[config.mk]
export PLATFORM = sky130hd
export DESIGN_NAME = qsort_range_ctrl
export DESIGN_NICKNAME = d
export VERILOG_FILES = /design/src/rtl/qsort_range_ctrl.sv
export SDC_FILE = /design/constraint.sdc
export NUM_CORES = 1
export LEC_CHECK = 0
export CAP_MARGIN = 20
export CORE_MARGIN = 1.5
export CORE_UTILIZATION = 48
export CTS_CLUSTER_DIAMETER = 80
export CTS_CLUSTER_SIZE = 30
export DETAILED_ROUTE_END_ITERATION = 7
export PLACE_DENSITY = 0.72
export RECOVER_POWER = 50
export SLEW_MARGIN = 15
export SYNTH_ARGS = -nofsm -noshare
export SYNTH_HDL_FRONTEND = slang
export SYNTH_SLANG_ARGS = --single-unit
[constraint.sdc]
create_clock -name clk -period 7.9 [get_ports clk]
set_input_delay 1.58 -clock clk [delete_from_list [all_inputs] [get_ports clk]]
set_output_delay 1.58 -clock clk [all_outputs]
set_load 0.01 [all_outputs]
[src/rtl/qsort_range_ctrl.sv]
// rtl/qsort_range_ctrl.sv - quicksort range-stack sequencer driving an external partition engine
// Optional statistics outputs (part_count, max_depth) are enabled by defining QSORT_STATS_EN.
module qsort_range_ctrl #(
  parameter int IDX_W     = 8,
  parameter int STK_DEPTH = 8
) (
  input  logic             clk,
  input  logic             rst_n,
  input  logic             start,
  input  logic [IDX_W-1:0] size,
  output logic             busy,
  output logic             done,
  output logic             error,
  output logic             part_start,
  output logic [IDX_W-1:0] part_lo,
  output logic [IDX_W-1:0] part_hi,
  input  logic             part_done,
  input  logic [IDX_W-1:0] part_pivot
`ifdef QSORT_STATS_EN
  ,
  output logic [15:0]                      part_count,
  output logic [$clog2(STK_DEPTH+1)-1:0]   max_depth
`endif
);

  localparam int SP_W = $clog2(STK_DEPTH + 1);
  localparam int IW   = (STK_DEPTH > 1) ? $clog2(STK_DEPTH) : 1;

  typedef enum logic [3:0] {
    S_IDLE, S_SEED, S_POP, S_LAUNCH, S_WAIT, S_CHECK, S_PUSHA, S_PUSHB, S_DONE
  } state_t;

  state_t            state_q, state_d;
  logic [IDX_W-1:0]  size_q, size_d;
  logic [IDX_W-1:0]  lo_q, lo_d, hi_q, hi_d, piv_q, piv_d;
  logic              err_q, err_d;
  logic [SP_W-1:0]   sp_q, sp_d;
  logic [IDX_W-1:0]  stk_lo_q [STK_DEPTH];
  logic [IDX_W-1:0]  stk_hi_q [STK_DEPTH];
  logic [15:0]       cnt_q, cnt_d;
  logic [SP_W-1:0]   maxd_q, maxd_d;

  logic              want_push, push_en;
  logic [IDX_W-1:0]  want_lo, want_hi;
  state_t            push_nxt;

  // Widened copies so p-1 / p+1 / lo+2 never wrap.
  logic [IDX_W:0]    lo_w, hi_w, p_w, left_len, right_len;
  logic              left_ok, right_ok, left_first;

  always_comb begin
    lo_w       = {1'b0, lo_q};
    hi_w       = {1'b0, hi_q};
    p_w        = {1'b0, piv_q};
    left_ok    = p_w >= lo_w + (IDX_W+1)'(2);
    right_ok   = p_w + (IDX_W+1)'(2) <= hi_w;
    left_len   = p_w - lo_w;
    right_len  = hi_w - p_w;
    left_first = left_ok && (!right_ok || left_len >= right_len);
  end

  always_comb begin
    state_d   = state_q;
    size_d    = size_q;
    lo_d      = lo_q;
    hi_d      = hi_q;
    piv_d     = piv_q;
    err_d     = err_q;
    sp_d      = sp_q;
    cnt_d     = cnt_q;
    maxd_d    = maxd_q;
    want_push = 1'b0;
    want_lo   = '0;
    want_hi   = '0;
    push_nxt  = S_POP;
    push_en   = 1'b0;

    case (state_q)
      S_IDLE: if (start) begin
        size_d  = size;
        err_d   = 1'b0;
        cnt_d   = '0;
        maxd_d  = '0;
        state_d = S_SEED;
      end
      S_SEED: begin
        if (size_q < IDX_W'(2)) state_d = S_DONE;
        else begin
          want_push = 1'b1;
          want_hi   = size_q - IDX_W'(1);
          push_nxt  = S_POP;
        end
      end
      S_POP: begin
        if (sp_q == '0) state_d = S_DONE;
        else begin
          sp_d    = sp_q - SP_W'(1);
          lo_d    = stk_lo_q[IW'(sp_q - SP_W'(1))];
          hi_d    = stk_hi_q[IW'(sp_q - SP_W'(1))];
          state_d = S_LAUNCH;
        end
      end
      S_LAUNCH: begin
        if (cnt_q != 16'hFFFF) cnt_d = cnt_q + 16'd1;
        state_d = S_WAIT;
      end
      S_WAIT: if (part_done) begin
        piv_d   = part_pivot;
        state_d = S_CHECK;
      end
      S_CHECK: begin
        if (piv_q < lo_q || piv_q > hi_q) begin
          err_d   = 1'b1;
          state_d = S_DONE;
        end else state_d = S_PUSHA;
      end
      S_PUSHA: begin
        push_nxt = S_PUSHB;
        state_d  = S_PUSHB;
        if (left_first) begin
          want_push = 1'b1;
          want_lo   = lo_q;
          want_hi   = piv_q - IDX_W'(1);
        end else if (right_ok) begin
          want_push = 1'b1;
          want_lo   = piv_q + IDX_W'(1);
          want_hi   = hi_q;
        end
      end
      S_PUSHB: begin
        push_nxt = S_POP;
        state_d  = S_POP;
        if (left_first ? right_ok : left_ok) begin
          want_push = 1'b1;
          want_lo   = left_first ? piv_q + IDX_W'(1) : lo_q;
          want_hi   = left_first ? hi_q : piv_q - IDX_W'(1);
        end
      end
      S_DONE:  state_d = S_IDLE;
      default: state_d = S_IDLE;
    endcase

    // Overflow aborts the sort rather than dropping a range silently.
    if (want_push) begin
      if (sp_q == SP_W'(STK_DEPTH)) begin
        err_d   = 1'b1;
        state_d = S_DONE;
      end else begin
        push_en = 1'b1;
        sp_d    = sp_q + SP_W'(1);
        state_d = push_nxt;
        if (sp_q + SP_W'(1) > maxd_q) maxd_d = sp_q + SP_W'(1);
      end
    end
  end

  always_ff @(posedge clk or negedge rst_n) begin
    if (!rst_n) begin
      state_q <= S_IDLE;
      size_q  <= '0;
      lo_q    <= '0;
      hi_q    <= '0;
      piv_q   <= '0;
      err_q   <= 1'b0;
      sp_q    <= '0;
      cnt_q   <= '0;
      maxd_q  <= '0;
    end else begin
      state_q <= state_d;
      size_q  <= size_d;
      lo_q    <= lo_d;
      hi_q    <= hi_d;
      piv_q   <= piv_d;
      err_q   <= err_d;
      sp_q    <= sp_d;
      cnt_q   <= cnt_d;
      maxd_q  <= maxd_d;
    end
  end

  always_ff @(posedge clk) begin
    if (push_en) begin
      stk_lo_q[IW'(sp_q)] <= want_lo;
      stk_hi_q[IW'(sp_q)] <= want_hi;
    end
  end

  assign busy       = (state_q != S_IDLE);
  assign done       = (state_q == S_DONE);
  assign part_start = (state_q == S_LAUNCH);
  assign error      = err_q;
  assign part_lo    = lo_q;
  assign part_hi    = hi_q;

`ifdef QSORT_STATS_EN
  assign part_count = cnt_q;
  assign max_depth  = maxd_q;
`endif

endmodule
; Word level (Yosys, flattened, before mapping)
; Memory sizes are Yosys's and may differ from the RTL's. A register that Yosys moved wholly into a read port is not among the register bits.
; Index checks and enable logic that the tools add are counted.
[op_classes]
add_sub_neg = 9
n_mux = 39
eq_ne = 12
order_cmp = 6
reduce_logical = 13
bitwise_logic = 1
[ops]
columns = cell, count
row1 = $mux 8, 9
row2 = $mux 4, 11
row3 = $pmux 4 s8, 1
row4 = $pmux 8 s3, 1
row5 = $add 8x2->9 const B, 2
row6 = $sub 8x8->9, 2
row7 = $eq 4x3->1 const B, 4
row8 = $pmux 8 s2, 1
row9 = $sub 8x1->8 const B, 2
row10 = $mux 1, 13
row11 = $ge 8x9->1, 1
row12 = $ge 9x9->1, 1
row13 = $le 9x8->1, 1
row14 = $ne 3x3->1 const B, 3
row15 = $add 8x1->8 const B, 1
row16 = $eq 4x2->1 const B, 2
row17 = $eq 4x4->1 const B, 2
row18 = $gt 8x8->1, 1
row19 = $logic_not 4->1, 2
row20 = $lt 8x2->1 const B, 1
row21 = $lt 8x8->1, 1
row22 = $reduce_and 2->1, 3
row23 = $add 4x1->4 const B, 1
row24 = $eq 4x1->1 const B, 1
row25 = other kinds (10), 13
[word_totals]
reg_bits = 25
mem_bits_rw = 128
mem_count = 2
output_inout_bits = 20
[mem_list]
columns = name, words, width, read_ports, rd_clocked_by_memory_dff, wr, line
row1 = stk_hi_q, 8, 8, 1, 1, 1, 39  ; logic [IDX_W-1:0] stk_hi_q [STK_DEPTH];
row2 = stk_lo_q, 8, 8, 1, 1, 1, 38  ; logic [IDX_W-1:0] stk_lo_q [STK_DEPTH];

; Depth between registers and ports, before layout
; Gate-level depths: netlist (run 1).
[depth]
word_depth = 11
ltp_mapped = 19
depth_no_buf = 18

; Worst setup path after synthesis (run 1)
; No wires, ideal clock.
[synth_timing]
kind = flip-flop to flip-flop
from = reg piv_q[2]
to = mem stk_hi_q[6][0] (enable)
slack_ns = 3.410
t_arrival_ns = 4.081
period_less_slack_ns = 4.490
stages_incl_launch_ff = 13
n_path_buf = 2
required_ns = 7.491
cell_sequence = dfrtp_1 clkbuf_1 inv_1 ha_1 ha_1 a211o_1 a221o_1 a221oi_2 o21ai_2 o32a_1 buf_2 nand2b_1 nor3_1
[synth_via]
elab_chain_cells = 11
elab_cells_between_ends = 17
cone_classes = add/sub: 3 / order compare: 3 / mux: 8 / reduce/logical: 3
[synth_lines]
columns = item, line
row1 = "start, declared", 35  ; logic [IDX_W-1:0] lo_q, lo_d, hi_q, hi_d, piv_q, piv_d;
row2 = "start signal, assigned", 173  ; piv_q <= piv_d;
row3 = $add 8x2->9, 56  ; right_ok = p_w + (IDX_W+1)'(2) <= hi_w;
row4 = $le 9x8->1, 56
row5 = $logic_not 1->1, 59  ; left_first = left_ok && (!right_ok || left_len >= right_len);
row6 = $logic_or 1x1->1, 59
row7 = $logic_and 1x1->1, 59
row8 = $mux 1 (2 in a row), 133  ; if (left_first ? right_ok : left_ok) begin
row9 = $pmux 1 s3 *, 78  ; case (state_q)
row10 = $mux 1 *, 144  ; if (want_push) begin
row11 = $mux 1 *, 182  ; if (push_en) begin
row12 = $mux 1 (implied by the code) *, 184  ; stk_hi_q[IW'(sp_q)] <= want_hi;
row13 = "end, declared", 39
; Mark *: on every way between the ends. The rest lies on a longest branch, timed or not.

; Worst setup path in the final report (run 1)
[layout_timing]
from = reg piv_q[1]
to = mem stk_lo_q[0][2] (enable)
[layout_via]
elab_chain_cells = 11
elab_cells_between_ends = 17
cone_classes = add/sub: 3 / order compare: 3 / mux: 8 / reduce/logical: 3
[layout_lines]
columns = item, line
row1 = $add 8x2->9, 56
row2 = $le 9x8->1, 56
row3 = $logic_not 1->1, 59
row4 = $logic_or 1x1->1, 59
row5 = $logic_and 1x1->1, 59
row6 = $mux 1 (2 in a row), 133
row7 = $pmux 1 s3 *, 78
row8 = $mux 1 *, 144
row9 = $mux 1 *, 182
row10 = $mux 1 (implied by the code) *, 183  ; stk_lo_q[IW'(sp_q)] <= want_lo;
row11 = "end, declared", 38
; Marked as above.

==> run metrics, run 1 <==
clock share of power 0.181; grt total ovfl 0; clock buffer depth 2; Root Driver clkbuf_16; family with the most delay on the worst path compound AO/OA/AOI/OAI gates; slowest library cell on the worst path clkbuf_1; Synth Warn # 0; total negative slack 0 ns; post-detailed-route wirelength per cell 21.88 µm; Net Sw Power 2016 µW; count leader, synth edfxtp_1; crit-path max FO 16; Post-DP Area 0.009443 mm²; crit path kind flip-flop to flip-flop; Switching Fraction 0.4259; Buf/Inv on CP 2; share of the synthesized area in the top cell type 0.4375; cts repair resizes 0; Hold Path Class flip-flop to flip-flop; WL final 20500 µm; Synth area leaders edfxtp_1 (44%), dfrtp_1 (12%), mux4_2 (8.2%); grt peak-use layer met2; vias in the first global route 5731; hold path cells 1; Fin. Hold Viols 0; WP depth 11; critical path endpoint category flip-flop; Post-route DRC 0; RePlAce Congestion 0.8798; initial antenna violation count 0; Num CTS Buffers 17; IO Pins 40; # diodes 0; fin crit period 5.112 ns; antenna-violating nets left 0; drt first pass iters 5; worst path cell trace inv_1 -> ha_1 -> ha_1 -> a211o_1 -> a221o_1 -> a221oi_1 -> o21ai_0 -> o32a_1 -> or2_2 -> nor3_1 -> clkbuf_1; pin count of the biggest net entering global routing 42; register share of total power 0.301; Final setup viols 0; Max-Cap Viols 0; clock slew at reported path FFs 0.08 ns; chip height 138.3 µm; CP Launch Type flip-flop; Crit path required time 7.94 ns; port buffer count 39; postcts setup bufs 0; Slew @ Worst Pin 1.456 ns; Internal Pwr Total 2718 µW; fraction of registers with async set/reset 0.2426; Sink Count 169; Pwr Total 4734 µW; Avg Inst Size Synth 13.35 µm²; vias per inst 6.005; leak pwr 0.003809 µW; Die X 138.3 µm; post-synthesis register bit count 169; Post-synth top cells edfxtp_1 (128), nand2_1 (57), ha_1 (49); CP most frequent cell ha_1; Post-Synthesis Cells 658; FF-to-FF path depth 11; Most used DFF post-synth edfxtp_1; number of enable flip-flop cells after synthesis 128; DPL Wire Length 13880 µm; Slew headroom 0.02938; CTS Hold Buffers Added 0; CTS H-Tree Depth 4; Final nets 766; DR vias 5627; Synthesized Nets 729; M3 GR Usage 0.04226; Max IR drop VDD 0.0003511 V; Pwr Density 472.4 mW/mm²; gr usage total 0.2214; area grow syn2layout 14.04%; fin crit share 0.6471; count of cell types in the netlist 68; RSZ-0062 raised after global routing no; sequential area share after synthesis 0.5543; layout cells sized above 1 0.1412; pins over their slew limit 0; mapped cell area 0.008786 mm²; M2 GR Usage 0.3655; Starting Density 0.4891; fin util 0.5578; DIE AREA 0.01912 mm²; total core area 0.01796 mm²; clock skew 0.02195 ns; max incr delay on CP 0.91 ns; row count 49; fmax 195.6 MHz; placed cells 904; Clock Latency Late Sink 0.44 ns; outcome complete, no violations; global-route wire length before repair 32100 µm; CTS tree done; finished layout cell area 0.01002 mm²; M1 GR Usage 0.2910; combinational group share of total power 0.518; Starting DRT DRC Count 439; CP arrival 5.15 ns; biggest area consumer among synthesized cells edfxtp_1; final std cells w/o fill 937
-- cells in the final DEF, fill, tap and decap left out, types with 17 or more instances in the layout --
cell	instances
edfxtp_1	128
nand2_1	57
ha_1	49
inv_1	42
dfrtp_1	40
mux4_2	32
xnor2_1	28
nor2_1	24
dlygate4sd3_1	22
a22oi_1	21
mux2_2	17
clkbuf_16	17
-- per-stage QoR --
stage | worst slack [ns] | hold WS, ns
finish | 2.788 | 0.5368
global route | 2.471 | 0.5559
CTS | 3.030 | 0.5283
detailed placement | 3.055 | 0.5147
global placement | 3.274 | 0.5101
floorplan | 3.410 | 0.4629
-- power groups by stage --
stage | Combinational (µW) | Clock [µW] | Sequential, µW
floorplan | 1910 | 0 | 1320
global placement | 2430 | 0 | 1430
detailed placement | 2480 | 0 | 1440
CTS | 2510 | 867 | 1420
global route | 2730 | 903 | 1450
finish | 2450 | 855 | 1430
-- final timing paths --
| kind | start | to | slack [ns] |
|---|---|---|---|
| min in group asynchronous | rst_n | sp_q[3] | 1.24 |
| max in group asynchronous | rst_n | sp_q[0] | 4.74 |
| worst min-delay path | sp_q[3] | sp_q[3] | 0.54 |
| worst max-delay path | piv_q[1] | stk_lo_q[0][2] | 2.79 |
| worst min register to register | sp_q[3] | sp_q[3] | 0.54 |
| worst max register to register | piv_q[1] | stk_lo_q[0][2] | 2.79 |
-- sequential cells by signal, summed over array words and instances (netlist names) --
name      count
stk_lo_q     64
piv_q         8
state_q       4
error         1
part_hi       8
part_lo       8
stk_hi_q     64
sp_q          4
size_q        8
-- layout make-up --
| cell class | instances | area, µm² |
|---|---|---|
| Fill cell | 1457 | 7944 |
| Sequential cell | 169 | 4871 |
| Multi-Input combinational cell | 417 | 3652 |
| Clock buffer | 17 | 425.4 |
| Timing Repair Buffer | 48 | 425.4 |
| Tap cell | 229 | 286.5 |
| Clock inverter | 15 | 201.4 |
| Inverter | 42 | 157.7 |
-- per-layer routing --
metal,wire [µm],part of all wire,up-vias
li1,-,-,2591
met1,8483,0.41,2817
met2,10270,0.50,191
met3,1239,0.060,28
met4,503,0.025,0
met5,0,0,-
-- worst reg2reg max path, cell delays in order, from the launching register on --
cell and delay (ns):
dfrtp_1 0.56, inv_1 0.24, ha_1 0.38, ha_1 0.31, a211o_1 0.26, a221o_1 0.30
a221oi_1 0.33, o21ai_0 0.34, o32a_1 0.59, or2_2 0.38, nor3_1 0.13, clkbuf_1 0.91
-- cell families (layout without fill, tap and decap cells) --
kind of cell,count (synthesis),after routing,synth area share
DFF,169,169,0.5543
muxes,55,55,0.1121
buffers and inverters,72,122,0.03275
adders and majority gates,52,52,0.07548
and+or+nand+nor,154,154,0.08488
xor gates and xnor gates,37,37,0.03689
AOI/OAI and AO/OA,119,119,0.1037
Note: power is estimated with default switching activity, not from simulation.
==> run 2: changes to the inputs <==
Clock period 7.9 ns to 4.81 ns, I/O delays scaled along.
==> run 2 against run 1 <==
  * The flow now finishes with violations (capacitance limit, slew limit)
  * Die area did not move
  * Worst setup slack got worse by 2.5 ns
  * Via count rose by 4.9%
==> run metrics, run 2 (synthesized netlist as in run 1, its figures left out) <==
Final nets 784 (was 766); fin crit share 0.9422 (was 0.6471); drt first pass iters 5 (unchanged); vias in the first global route 6093 (was 5731); initial antenna violation count 0 (unchanged); # diodes 0 (unchanged); Post-DP Area 0.009562 mm² (was 0.009443 mm²); CP arrival 4.65 ns (was 5.15 ns); Slew @ Worst Pin 2.482 ns (was 1.456 ns); antenna-violating nets left 0 (unchanged); Starting Density 0.4891 (unchanged); fmax 220.7 MHz (was 195.6 MHz); failing checks capacitance limit, slew limit; crit path launch piv_q[2] (was piv_q[1]); DIE AREA 0.01912 mm² (unchanged); leak pwr 0.003908 µW (was 0.003809 µW); placed cells 922 (was 904); Final setup viols 0 (unchanged); IO Pins 40 (unchanged); Starting DRT DRC Count 498 (was 439); post-detailed-route wirelength per cell 22.43 µm (was 21.88 µm); Pwr Density 787.4 mW/mm² (was 472.4 mW/mm²); fin util 0.5664 (was 0.5578); combinational group share of total power 0.536 (was 0.518); Multi-input gate area 0.003662 mm² (was 0.003652 mm²); Root Driver clkbuf_16 (unchanged); grt total ovfl 0 (unchanged); Crit path required time 4.93 ns (was 7.94 ns); register share of total power 0.284 (was 0.301); Die X 138.3 µm (unchanged); Num CTS Buffers 17 (unchanged); Hold Path Class flip-flop to flip-flop (unchanged); DPL Wire Length 14140 µm (was 13880 µm); Max IR drop VDD 0.0005707 V (was 0.0003511 V); Pwr Total 8012 µW (was 4734 µW); total negative slack 0 ns (unchanged); Fin. Hold Viols 0 (unchanged); clock share of power 0.180 (was 0.181); row count 49 (unchanged); Max-Cap Viols 2 (was 0); outcome complete, but fails checks (was complete, no violations); DR vias 5902 (was 5627); WL final 21420 µm (was 20500 µm); layout cells sized above 1 0.1694 (was 0.1412); commonest non-fill, non-tap cells in the layout edfxtp_1 (128), nand2_1 (57), ha_1 (49), inv_1 (42), dfrtp_1 (40) (unchanged); fin crit period 4.532 ns (was 5.112 ns); Net Sw Power 3295 µW (was 2016 µW); top flop regs stk_hi_q: 64 flops, stk_lo_q: 64 flops (unchanged); area grow syn2layout 15.81% (was 14.04%); Slew headroom -0.6549 (was 0.02938); commonest non-fill, non-tap cell in the layout edfxtp_1 (unchanged); Register Area 0.004871 mm² (unchanged); gr usage total 0.2327 (was 0.2214); CP Launch Type flip-flop (unchanged); chip height 138.3 µm (unchanged); Clock Latency Late Sink 0.43 ns (was 0.44 ns); total core area 0.01796 mm² (unchanged); clock skew 0.01315 ns (was 0.02195 ns); Switching Fraction 0.4112 (was 0.4259); clock buffer depth 2 (unchanged); clock slew at reported path FFs 0.07 ns (was 0.08 ns); Sink Count 169 (unchanged); critical path endpoint category flip-flop (unchanged); Internal Pwr Total 4717 µW (was 2718 µW); CTS H-Tree Depth 4 (unchanged); hold_sp sp_q[3] (unchanged); worst path cell trace buf_4 -> ha_1 -> xor2_1 -> ha_1 -> and4_1 -> a221o_1 -> a221oi_1 -> o21ai_0 -> o32a_1 -> or2_2 -> nor3_1 -> buf_4 (was inv_1 -> ha_1 -> ha_1 -> a211o_1 -> a221o_1 -> a221oi_1 -> o21ai_0 -> o32a_1 -> or2_2 -> nor3_1 -> clkbuf_1); Post-route DRC 0 (unchanged); final std cells w/o fill 955 (was 937); finished layout cell area 0.01017 mm² (was 0.01002 mm²); pins over their slew limit 60 (was 0); RePlAce Congestion 0.9156 (was 0.8798); FILL cells 1404 (was 1457); r2r startpoint piv_q[2] (was piv_q[1]); RSZ-0062 raised after global routing no (unchanged); port buffer count 39 (unchanged); max incr delay on CP 0.61 ns (was 0.91 ns); global-route wire length before repair 33710 µm (was 32100 µm); vias per inst 6.180 (was 6.005); crit path kind flip-flop to flip-flop (unchanged); slowest library cell on the worst path o32a_1 (was clkbuf_1); crit-path max FO 12 (was 16); pin count of the biggest net entering global routing 42 (unchanged); CTS tree done (unchanged)
==> run 2: cell types whose count changed in the layout (fill, tap and decap cells not counted), moves of 2 or more <==
| cell | delta |
|---|---|
| o221ai_1 | -3 |
| buf_4 | +15 |
| clkbuf_4 | +2 |
| clkinv_2 | +3 |
| inv_12 | -4 |
| nor3_2 | +4 |
| o221ai_2 | +3 |
| nor3_4 | -3 |
| bufinv_16 | +4 |
| inv_8 | -3 |
| clkinv_8 | -4 |
==> run 2: cell type report <==
cell class / instances / area share
tap: 229 / 0.02816
multi-input combinational: 417 / 0.3599
inverter: 42 / 0.01549
clock buffer: 18 / 0.04218
timing repair buffer: 66 / 0.05657
clock inverter: 14 / 0.01894
sequential: 169 / 0.4787
==> run 2: critical path, delay by kind of cell, from the launching register on <==
family / cells / cell delay [ns]
AOI/OAI and AO/OA: 4 / 1.71
xor gates and xnor gates: 1 / 0.20
adders and majority gates: 2 / 0.59
buffers and inverters: 2 / 0.49
DFF: 1 / 0.42
and+or+nand+nor: 3 / 0.78
==> run 2: per-stage QoR <==
step / hold WS (ns) / setup slack [ns]
2_1_floorplan: 0.4629 / 0.3201
3_3_place_gp: 0.4873 / 0.4656
3_5_place_dp: 0.5055 / 0.3093
4_1_cts: 0.5178 / 0.3204
5_1_grt: 0.5336 / 0.03392
6_report: 0.5263 / 0.2781
==> run 2: worst paths after layout <==
check | endpoint | slack, ns | depth (start not counted)
setup / recovery | stk_lo_q[2][5] | 0.28 | 12
setup reg to reg | stk_lo_q[2][5] | 0.28 | 12
min in group asynchronous | size_q[1] | 1.29 | 1
hold / removal | sp_q[3] | 0.53 | 1
max in group asynchronous | sp_q[0] | 1.92 | 1
hold reg to reg | sp_q[3] | 0.53 | 1
==> run 2: power by group through the flow <==
stage	registers, µW	clock network, µW	logic [µW]
final	2280	1440	4290
after global placement	2280	0	4120
after CTS	2270	1460	4290
after global routing	2320	1520	4700
after floorplan	2170	0	3130
after detailed placement	2300	0	4240
==> run 2: routing by layer <==
layer,share of wire,wire [µm],vias up,GRT usage
li1,-,-,2634,-
met1,0.41,8675,2969,0.2925
met2,0.49,10520,250,0.3765
met3,0.068,1467,49,0.05507
met4,0.035,754,0,0.1224
met5,0,0,-,0
==> run 2: what timing repair did <==
| action | CTS | global route |
|---|---|---|
| buffers inserted | 0 | 1 |
| hold buffers | 0 | 0 |
| resized for setup | 0 | 4 |
| endpoints found under the setup margin | 0 | 81 |
==> run 3: changes to the inputs <==
Settings changed: ABC_AREA from default to 1, DONT_BUFFER_PORTS from default to 1, PLACE_DENSITY 0.72 to 0.69.
==> run 3 against run 2 <==
  * The run still ends with capacitance limit, slew limit left
  * Synthesized cell count rose by 50%
  * Clock-buffer cell count rose by 2
  * Hold slack got worse by 0.32 ns
  * Critical path depth rose by 6
  * Non-clock buffer count fell by 50
  * Worst setup slack improved by 0.033 ns
  * Via count rose by 21%
  * Synthesized area rose by 6.1%
  * Design area fell by 0.52%
  * Die area rose by 6.0%
  * Sequential share of layout area rose by 0.25 points
==> run metrics, run 3 <==
outcome complete, but fails checks (unchanged); failing checks capacitance limit, slew limit (unchanged); fin crit share 0.9352 (was 0.9422); CP Launch Type flip-flop (unchanged); pin count of the biggest net entering global routing 73 (was 42); total core area 0.01889 mm² (was 0.01796 mm²); gr usage total 0.2426 (was 0.2327); Hold Path Class input pin to async pin (was flip-flop to flip-flop); sequential area share after synthesis 0.5224 (was 0.5543); commonest non-fill, non-tap cells in the layout nand2_1 (172), edfxtp_1 (128), nor2_1 (118), o21ai_0 (93), inv_1 (84) (was edfxtp_1 (128), nand2_1 (57), ha_1 (49), inv_1 (42), dfrtp_1 (40)); Slew @ Worst Pin 1.657 ns (was 2.482 ns); Starting Density 0.4934 (was 0.4891); vias per inst 5.681 (was 6.180); Post-route DRC 0 (unchanged); antenna-violating nets left 0 (unchanged); Clock Latency Late Sink 0.45 ns (was 0.43 ns); wl on met1 10450 µm (was 8675 µm); RePlAce Congestion 0.8837 (was 0.9156); chip height 142.4 µm (was 138.3 µm); initial antenna violation count 1 (was 0); crit path kind flip-flop to flip-flop (unchanged); Starting DRT DRC Count 616 (was 498); Final nets 1055 (was 784); layout cells sized above 1 0.07523 (was 0.1694); DR vias 7141 (was 5902); fraction of registers with async set/reset 0.2426 (unchanged); top flop regs stk_hi_q: 64 flops, stk_lo_q: 64 flops (unchanged); global-route wire length before repair 36660 µm (was 33710 µm); grt total ovfl 0 (unchanged); # diodes 0 (unchanged); fin crit period 4.498 ns (was 4.532 ns); area grow syn2layout 8.591% (was 15.81%); IO Pins 40 (unchanged); metal3 WL 1761 µm (was 1467 µm); postcts setup bufs 0 (unchanged); Avg Inst Size Synth 9.416 µm² (was 13.35 µm²); Post-Synthesis Cells 990 (was 658); Synthesized Nets 1061 (was 729); slowest library cell on the worst path nand3_1 (was o32a_1); clock buffer depth 2 (unchanged); cts repair resizes 0 (unchanged); count of cell types in the netlist 43 (was 68); count leader, synth nand2_1 (was edfxtp_1); vias in the first global route 6581 (was 6093); Max-Cap Viols 1 (was 2); Sink Count 169 (unchanged); post-detailed-route wirelength per cell 18.73 µm (was 22.43 µm); crit-path max FO 16 (was 12); pins over their slew limit 18 (was 60); Final setup viols 0 (unchanged); port buffer count 0 (was 39); Synth Warn # 0 (unchanged); Fin. Hold Viols 0 (unchanged); CTS H-Tree Depth 4 (unchanged); DIE AREA 0.02026 mm² (was 0.01912 mm²); row count 50 (was 49); Root Driver clkbuf_16 (unchanged); Synth area leaders edfxtp_1 (41%), dfrtp_1 (11%), nand2_1 (6.9%) (was edfxtp_1 (44%), dfrtp_1 (12%), mux4_2 (8.2%)); fin util 0.5358 (was 0.5664); Post-synth top cells nand2_1 (172), edfxtp_1 (128), nor2_1 (116) (was edfxtp_1 (128), nand2_1 (57), ha_1 (49)); Slew headroom -0.1085 (was -0.6549); r2r startpoint part_lo[2] (was piv_q[2]); worst path cell trace clkbuf_1 -> ha_1 -> nand2_1 -> nor2_1 -> nand3_1 -> xor2_1 -> ha_1 -> and3_1 -> nand2_1 -> inv_1 -> nand2_1 -> nand2_2 -> nand3_1 -> clkbuf_1 -> nand3_1 -> nand2_2 -> nor3_2 -> clkbuf_2 (was buf_4 -> ha_1 -> xor2_1 -> ha_1 -> and4_1 -> a221o_1 -> a221oi_1 -> o21ai_0 -> o32a_1 -> or2_2 -> nor3_1 -> buf_4); total negative slack 0 ns (unchanged); drt first pass iters 7 (was 5); CP arrival 4.57 ns (was 4.65 ns); Num CTS Buffers 17 (unchanged); Crit path required time 4.88 ns (was 4.93 ns); number of enable flip-flop cells after synthesis 128 (unchanged); Die X 142.4 µm (was 138.3 µm); WL final 23550 µm (was 21420 µm); commonest non-fill, non-tap cell in the layout nand2_1 (was edfxtp_1); fmax 222.3 MHz (was 220.7 MHz); DPL Wire Length 15470 µm (was 14140 µm); post-synthesis register bit count 169 (unchanged); crit path launch part_lo[2] (was piv_q[2]); Most used DFF post-synth edfxtp_1 (unchanged); biggest area consumer among synthesized cells edfxtp_1 (unchanged); critical path endpoint category flip-flop (unchanged); max incr delay on CP 0.43 ns (was 0.61 ns); CTS Hold Buffers Added 0 (unchanged); CTS tree done (unchanged); clock slew at reported path FFs 0.08 ns (was 0.07 ns); RSZ-0062 raised after global routing no (unchanged); share of the synthesized area in the top cell type 0.4123 (was 0.4375); max layer used met4 (unchanged); clock skew 0.01738 ns (was 0.01315 ns); mapped cell area 0.009321 mm² (was 0.008786 mm²); routed length on met2 10720 µm (was 10520 µm)
[run 3: cell count changes in the layout (fill, tap and decap cells not counted), moves of 20 or more]
| cell | before | now |
|---|---|---|
| a21oi_1 | 7 | 35 |
| a22oi_1 | 21 | 0 |
| dlygate4sd3_1 | 21 | 0 |
| inv_1 | 42 | 84 |
| mux4_2 | 32 | 0 |
| nand2_1 | 57 | 172 |
| nand3_1 | 14 | 67 |
| nor2_1 | 24 | 118 |
| o21ai_0 | 16 | 93 |
| o22ai_1 | 2 | 32 |
| xnor2_1 | 28 | 8 |
| xor2_1 | 9 | 29 |
[run 3: final timing paths]
check / to / slack, ns / cells past startpoint
setup / recovery: stk_hi_q[2][0] / 0.31 / 18
hold / removal: piv_q[6] / 0.21 / 0
setup reg to reg: stk_hi_q[2][0] / 0.31 / 18
hold reg to reg: size_q[5] / 0.56 / 2
max in group asynchronous: sp_q[0] / 4.49 / 0
min in group clk: size_q[5] / 0.56 / 2
[run 3: layout make-up]
class	count	area, µm²
Inverter	89	334.1
Fill cell	1686	8771
Clock buffer	20	446.7
Multi-Input combinational cell	691	3908
Clock inverter	12	130.1
Tap cell	260	325.3
Timing Repair Buffer	16	107.6
Sequential cell	169	4871
[run 3: layer usage]
metal | track usage | vias up
met5 | 0 | -
met4 | 0.09441 | 0
met3 | 0.04610 | 43
met1 | 0.3403 | 3400
li1 | - | 3420
met2 | 0.3738 | 278
[run 3: worst max-delay path: cells and delay by family, from the launching register on]
kind / cells / cell delay, ns
buffers and inverters: 4 / 1.12
adder cells (fa/ha/maj): 2 / 0.57
XOR/XNOR: 1 / 0.16
AND/OR/NAND/NOR: 11 / 1.91
flip-flops: 1 / 0.34
[run 3: kinds of logic after synthesis]
group | share of synthesized area
AOI/OAI and AO/OA | 0.1215
xor gates and xnor gates | 0.03477
adders and majority gates | 0.07007
buffers and inverters | 0.05758
DFF | 0.5224
muxes | 0.004832
and+or+nand+nor | 0.1889
[run 3: through the flow]
step	cells	hold WS, ns	area (µm²)	setup WS (ns)
after floorplan	990	0.5071	9321	1.004
after global placement	1225	0.5504	9595	0.4574
after detailed placement	1225	0.5603	9595	0.3371
after CTS	1257	0.1817	10170	0.3165
after global routing	1257	0.1901	10120	0.05603
final	1257	0.2067	10120	0.3115
Power of run 3 is left out: the tool's default activity adds up to more than one toggle a clock period on the data nets, which glitch-free logic cannot reach.
